$ cat src/rtl/muldiv_sequencer.sv
`default_nettype none
// ============================================================================
// Module      : muldiv_sequencer
// Description : Iterative RV32M multiply/divide unit (shift-add / restoring
//               shift-subtract) with divide-by-zero and overflow fast paths.
// Revision    : 1.0 - initial release
// ============================================================================
module muldiv_sequencer #(
  parameter int XLEN = 32
) (
  input  logic            i_clk,
  input  logic            i_rst_n,
  input  logic            i_start,
  input  logic [2:0]      i_op,
  input  logic [XLEN-1:0] i_a,
  input  logic [XLEN-1:0] i_b,
  input  logic            i_flush,
  output logic            o_busy,
  output logic            o_valid,
  output logic [XLEN-1:0] o_result
);

  localparam int                c_cnt_w = (XLEN > 1) ? $clog2(XLEN) : 1;
  localparam logic [c_cnt_w-1:0] c_last  = c_cnt_w'(XLEN - 1);
  localparam logic [c_cnt_w-1:0] c_one   = c_cnt_w'(1);

  typedef enum logic [1:0] {
    IDLE = 2'd0,
    PREP = 2'd1,
    CALC = 2'd2,
    FIN  = 2'd3
  } state_t;

  state_t              r_state;
  state_t              w_next;
  logic [2:0]          r_op;
  logic [XLEN-1:0]     r_a;
  logic [XLEN-1:0]     r_b;
  logic [XLEN-1:0]     r_m;
  logic [2*XLEN-1:0]   r_acc;
  logic                r_neg;
  logic [c_cnt_w-1:0]  r_cnt;
  logic [XLEN-1:0]     r_result;

  logic                w_a_signed, w_b_signed, w_sa, w_sb;
  logic [XLEN-1:0]     w_abs_a, w_abs_b;
  logic                w_div_zero, w_ovf, w_fast;
  logic [XLEN:0]       w_mul_sum, w_rem_sh, w_diff;
  logic [2*XLEN-1:0]   w_mul_next, w_div_next, w_mul_fix;
  logic [XLEN-1:0]     w_hi, w_lo, w_final;

  assign w_a_signed = (r_op == 3'b001) || (r_op == 3'b010) || (r_op == 3'b100) || (r_op == 3'b110);
  assign w_b_signed = (r_op == 3'b001) || (r_op == 3'b100) || (r_op == 3'b110);
  assign w_sa       = w_a_signed & r_a[XLEN-1];
  assign w_sb       = w_b_signed & r_b[XLEN-1];
  assign w_abs_a    = w_sa ? ({XLEN{1'b0}} - r_a) : r_a;
  assign w_abs_b    = w_sb ? ({XLEN{1'b0}} - r_b) : r_b;

  assign w_div_zero = r_op[2] && (r_b == '0);
  assign w_ovf      = r_op[2] && !r_op[0] && (r_a == {1'b1, {(XLEN-1){1'b0}}}) && (&r_b);
  assign w_fast     = w_div_zero || w_ovf;

  // Multiply step: carry of the XLEN+1 bit add becomes the new product MSB.
  assign w_mul_sum  = {1'b0, r_acc[2*XLEN-1:XLEN]} + {1'b0, r_m};
  assign w_mul_next = r_acc[0] ? {w_mul_sum, r_acc[XLEN-1:1]} : {1'b0, r_acc[2*XLEN-1:1]};

  // Divide step: the shifted partial remainder needs XLEN+1 bits.
  assign w_rem_sh   = r_acc[2*XLEN-1:XLEN-1];
  assign w_diff     = w_rem_sh - {1'b0, r_m};
  assign w_div_next = w_diff[XLEN] ? {r_acc[2*XLEN-2:0], 1'b0}
                                   : {w_diff[XLEN-1:0], r_acc[XLEN-2:0], 1'b1};

  assign w_mul_fix  = r_neg ? ({(2*XLEN){1'b0}} - r_acc) : r_acc;
  assign w_hi       = r_acc[2*XLEN-1:XLEN];
  assign w_lo       = r_acc[XLEN-1:0];

  always_comb begin
    w_final = '0;
    case (r_op)
      3'b000:                 w_final = w_mul_fix[XLEN-1:0];
      3'b001, 3'b010, 3'b011: w_final = w_mul_fix[2*XLEN-1:XLEN];
      3'b100, 3'b101:         w_final = r_neg ? ({XLEN{1'b0}} - w_lo) : w_lo;
      default:                w_final = r_neg ? ({XLEN{1'b0}} - w_hi) : w_hi;
    endcase
  end

  always_ff @(posedge i_clk or negedge i_rst_n) begin
    if (!i_rst_n) r_state <= IDLE;
    else          r_state <= w_next;
  end

  always_comb begin
    w_next   = r_state;
    o_busy   = (r_state != IDLE);
    o_valid  = 1'b0;
    o_result = r_result;
    case (r_state)
      IDLE: if (i_start) w_next = PREP;
      PREP: begin
        if (i_flush)     w_next = IDLE;
        else if (w_fast) w_next = FIN;
        else             w_next = CALC;
      end
      CALC: begin
        if (i_flush)              w_next = IDLE;
        else if (r_cnt == c_last) w_next = FIN;
      end
      default: begin
        w_next = IDLE;
        if (!i_flush) begin
          o_valid  = 1'b1;
          o_result = w_final;
        end
      end
    endcase
  end

  always_ff @(posedge i_clk or negedge i_rst_n) begin
    if (!i_rst_n) begin
      r_op     <= '0;
      r_a      <= '0;
      r_b      <= '0;
      r_m      <= '0;
      r_acc    <= '0;
      r_neg    <= 1'b0;
      r_cnt    <= '0;
      r_result <= '0;
    end else begin
      case (r_state)
        IDLE: if (i_start) begin
          r_op <= i_op;
          r_a  <= i_a;
          r_b  <= i_b;
        end
        PREP: begin
          r_cnt <= '0;
          // Fast-path results are preloaded so FIN's normal selection applies.
          if (w_div_zero) begin
            r_neg <= 1'b0;
            r_acc <= {r_a, {XLEN{1'b1}}};
          end else if (w_ovf) begin
            r_neg <= 1'b0;
            r_acc <= {{XLEN{1'b0}}, 1'b1, {(XLEN-1){1'b0}}};
          end else if (!r_op[2]) begin
            r_neg <= w_sa ^ w_sb;
            r_m   <= w_abs_a;
            r_acc <= {{XLEN{1'b0}}, w_abs_b};
          end else begin
            r_neg <= r_op[1] ? w_sa : (w_sa ^ w_sb);
            r_m   <= w_abs_b;
            r_acc <= {{XLEN{1'b0}}, w_abs_a};
          end
        end
        CALC: begin
          r_cnt <= r_cnt + c_one;
          r_acc <= r_op[2] ? w_div_next : w_mul_next;
        end
        default: if (!i_flush) r_result <= w_final;
      endcase
    end
  end

endmodule
`default_nettype wire

$ cat config.mk
export PLATFORM = sky130hd
export DESIGN_NAME = muldiv_sequencer
export DESIGN_NICKNAME = d
export VERILOG_FILES = /design/src/rtl/muldiv_sequencer.sv
export SDC_FILE = /design/constraint.sdc
export NUM_CORES = 1
export LEC_CHECK = 0
export CORE_MARGIN = 1
export CORE_UTILIZATION = 45
export DETAILED_ROUTE_END_ITERATION = 8
export PLACE_DENSITY = 0.64
export SLEW_MARGIN = 20
export SYNTH_ARGS = -nofsm -noshare
export SYNTH_HDL_FRONTEND = slang
export SYNTH_SLANG_ARGS = --single-unit
$ cat constraint.sdc
create_clock -name i_clk -period 5.2 [get_ports i_clk]
set_input_delay 0.78 -clock i_clk [delete_from_list [all_inputs] [get_ports i_clk]]
set_output_delay 0.78 -clock i_clk [all_outputs]
set_load 0.03 [all_outputs]
==> results of run 1 <==
==> Yosys cell counts, types with 5 or more instances <==
cell type / number
o211ai_1: 26
buf_1: 12
nand2_1: 237
a21o_1: 36
nor4_1: 17
o21a_1: 14
a21oi_1: 221
dfrtp_1: 203
xor2_1: 71
or3_1: 19
o22ai_1: 37
nand4_1: 24
clkbuf_1: 127
a221o_1: 9
nand3b_1: 5
or4_1: 19
or2_2: 7
o21ai_0: 183
mux2i_1: 37
a22oi_1: 9
nor2b_1: 10
and3_1: 16
nor3b_1: 5
nand2b_1: 12
a221oi_1: 27
o21bai_1: 8
a21boi_0: 5
nor2_1: 177
a31oi_1: 17
o21ai_1: 5
ha_1: 75
nand3_1: 32
o311ai_0: 5
inv_1: 80
nor3_1: 43
o21ai_2: 9
o41ai_1: 13
a211oi_1: 16
o31ai_1: 36
mux2_2: 101
buf_2: 10
xnor2_1: 104
==> metal layers <==
metal,track usage [%],wire (um),up-vias,share of wire [%]
li1,-,-,8105,-
met1,44.82,27490,8450,42
met2,49.01,27900,937,43
met3,6.586,6949,150,11
met4,14.42,3113,0,4.8
met5,0,0,-,0
==> cell families after synthesis <==
kind of cell	synth area share (%)
AO/OA/AOI/OAI	25.55
multiplexers	8.670
buffers and inverters	5.253
XOR/XNOR	8.684
flip-flops	28.78
AND/OR/NAND/NOR	17.52
adder cells (fa/ha/maj)	5.544
==> how the worst min path moves through the flow <==
stage | start | end | cells past startpoint
floorplan | i_rst_n | r_a[0] | 0
global placement | r_result[8] | r_result[8] | 1
detailed placement | r_result[8] | r_result[8] | 1
CTS | i_rst_n | r_result[31] | 1
global route | i_rst_n | r_result[31] | 1
finish | i_rst_n | r_result[31] | 1
==> cell type report <==
cell class              instances  area, sq um
repair buffers                153         1438
multi-input cells            1766        11670
well taps                     518        648.1
fillers                      3691        18630
flip-flops and latches        203         5085
clock buffers                  35        745.7
clock inverters                12        123.9
inverters                      82        307.8
==> per-stage QoR <==
step / std cells / setup slack [ns]
floorplan: 2206 / 0.4884
global placement: 2722 / 0.8532
detailed placement: 2722 / 0.7713
CTS: 2769 / 0.1658
global route: 2769 / 0.04815
finish: 2769 / 0.2021
==> state kept, by name, indices dropped and copies added (netlist names) <==
register and flops:
r_a 32, r_acc 64, r_b 32, r_cnt 5, r_m 32, r_neg 1
r_op 3, r_result 32, r_state 2
==> worst register-to-register path, stage by stage (launching register included) <==
cell,delay (ns)
dfrtp_1,0.76
ha_1,0.43
a21oi_1,0.36
o21ai_0,0.26
nand2_1,0.12
nand4b_1,0.27
or4_1,0.61
o211a_1,0.40
or3_1,0.44
a41oi_1,0.23
o21ai_0,0.12
==> flow_metrics.env, run 1 <==
export IMPL_rows=72
export IMPL_initial_core_util_pct=45.67
export IMPL_hold_viol_final=0
export IMPL_cap_violations=0
export IMPL_final_nets=2380
export IMPL_timing_setup_tns_ns=0
export IMPL_wl_per_cell_um=23.64
export IMPL_period_needed_ns=4.998
export IMPL_yosysTopAreaCellShare_pct=28.78
export IMPL_clock_skew_ns=0.02304
export IMPL_synth_main_ff_cell="dfrtp_1"
export IMPL_r2r_start="r_acc[44]"
export IMPL_grt_pass1_vias=16190
export IMPL_vias=17640
export IMPL_place_area_sq_um=19140
export IMPL_synthTopCellsByArea="dfrtp_1, mux2_2, a21oi_1"
export IMPL_syn_avg_cell_area_sq_um=8.001
export IMPL_fin_util_pct=51.80
export IMPL_antenna_found_initial=0
export IMPL_status="complete, no violations"
export IMPL_portBuffers=104
export IMPL_critical_path_class="flip-flop to primary output"
export IMPL_rr_endpoint="r_acc[48]"
export IMPL_grt_use_total_pct=32.50
export IMPL_clock_latency_ns=0.56
export IMPL_grt_ovfl_total=0
export IMPL_syn_to_final_growth_pct=13.43
export IMPL_reg2regPathDepth=10
export IMPL_htree_levels=1
export IMPL_die_h_um=200.0
export IMPL_die_area_sq_um=40020
export IMPL_fin_area_sq_um=20020
export IMPL_worstPathCellList="or4_4, nor4_4, nand4b_4, or2_2, o21a_1, nor2_1, xnor2_1, a221oi_1, o21ai_0, clkdlybuf4s50_1"
export IMPL_vias_per_cell=6.371
export IMPL_endpoint_kind="primary output"
export IMPL_async_flop_share_pct=100.0
export IMPL_syn_inst=2206
export IMPL_critPathLaunchType="flip-flop"
export IMPL_finalMaxSlewViolations=0
export IMPL_postRouteAntennaNets=0
export IMPL_cts_clk_slew_worst_paths_ns=0.06
export IMPL_critPathLaunch="r_acc[6]"
export IMPL_numCtsBuffers=26
export IMPL_gp_congestion=1.028
export IMPL_final_common_cell="nand2_1"
export IMPL_fmax_ghz=0.2001
export IMPL_crit_fanout=9
export IMPL_rsz0062_at_grt="false"
export IMPL_cts_tree="built"
export IMPL_dr_pass1_iters=7
export IMPL_required_ns=4.42
export IMPL_first_iter_violations=2216
export IMPL_routed_wl_mm=65.45
export IMPL_core_sq_um=38650
export IMPL_synth_area_leader_cell="dfrtp_1"
export IMPL_critical_path_endpoint="o_result[27]"
export IMPL_synth_edff_count=0
export IMPL_crit_family="simple AND/OR/NAND/NOR gates"
export IMPL_setup_viol=0
export IMPL_synth_seq_cells=203
export IMPL_drc_errors=0
export IMPL_min_path_type="input pin to async pin"
export IMPL_cts_max_path_buffers=3
export IMPL_syn_num_nets=2354
export IMPL_slowest_delay_ns=0.73
export IMPL_ios=105
export IMPL_synth_warnings=0
export IMPL_timing_slew_headroom_pct=31.09
export IMPL_cts_setup_buffers=0
export IMPL_cpMaxStageDelayCell="clkdlybuf4s50_1"
export IMPL_netlist_area_sq_um=17650
export IMPL_final_cell_mix="nand2_1, a21oi_1, dfrtp_1"
export IMPL_crit_arrival_ns=4.22
export IMPL_antenna_cells=0
export IMPL_cts_resized=0
export IMPL_grt_max_degree=92
export IMPL_netlist_cell_type_count=87
export IMPL_dieWidth_um=200.0
export IMPL_dpl_hpwl_mm=49.78
export IMPL_rrSetupSlack_ns=1.09
export IMPL_critical_path_depth=10
export IMPL_cts_sinks=203
export IMPL_cts_hold_repair_buffers=0
export IMPL_whs_ns=0.2002
export IMPL_grt_pass1_wl_mm=98.08
export IMPL_worst_slew_pin_slew_ns=1.030
export IMPL_root_buffer="clkbuf_16"
export IMPL_drive_gt1_share_pct=11.59
export IMPL_cp_buffers_inverters=1
export IMPL_fin_crit_sh_pct=96.11
export IMPL_yosysSeqAreaShare_pct=28.78
Power of run 1 is not shown: default switching activity piles up to over one toggle a cycle in this logic, so the estimate is an artifact.
==> run 2, diff against run 1 <==
- CORE_MARGIN: 1 -> default
- HOLD_SLACK_MARGIN: default -> 0.12
==> results of run 2 <==
No change in the layout: final DEF, timing and power equal those of run 1.
Power of run 2 is left out for the same reason.
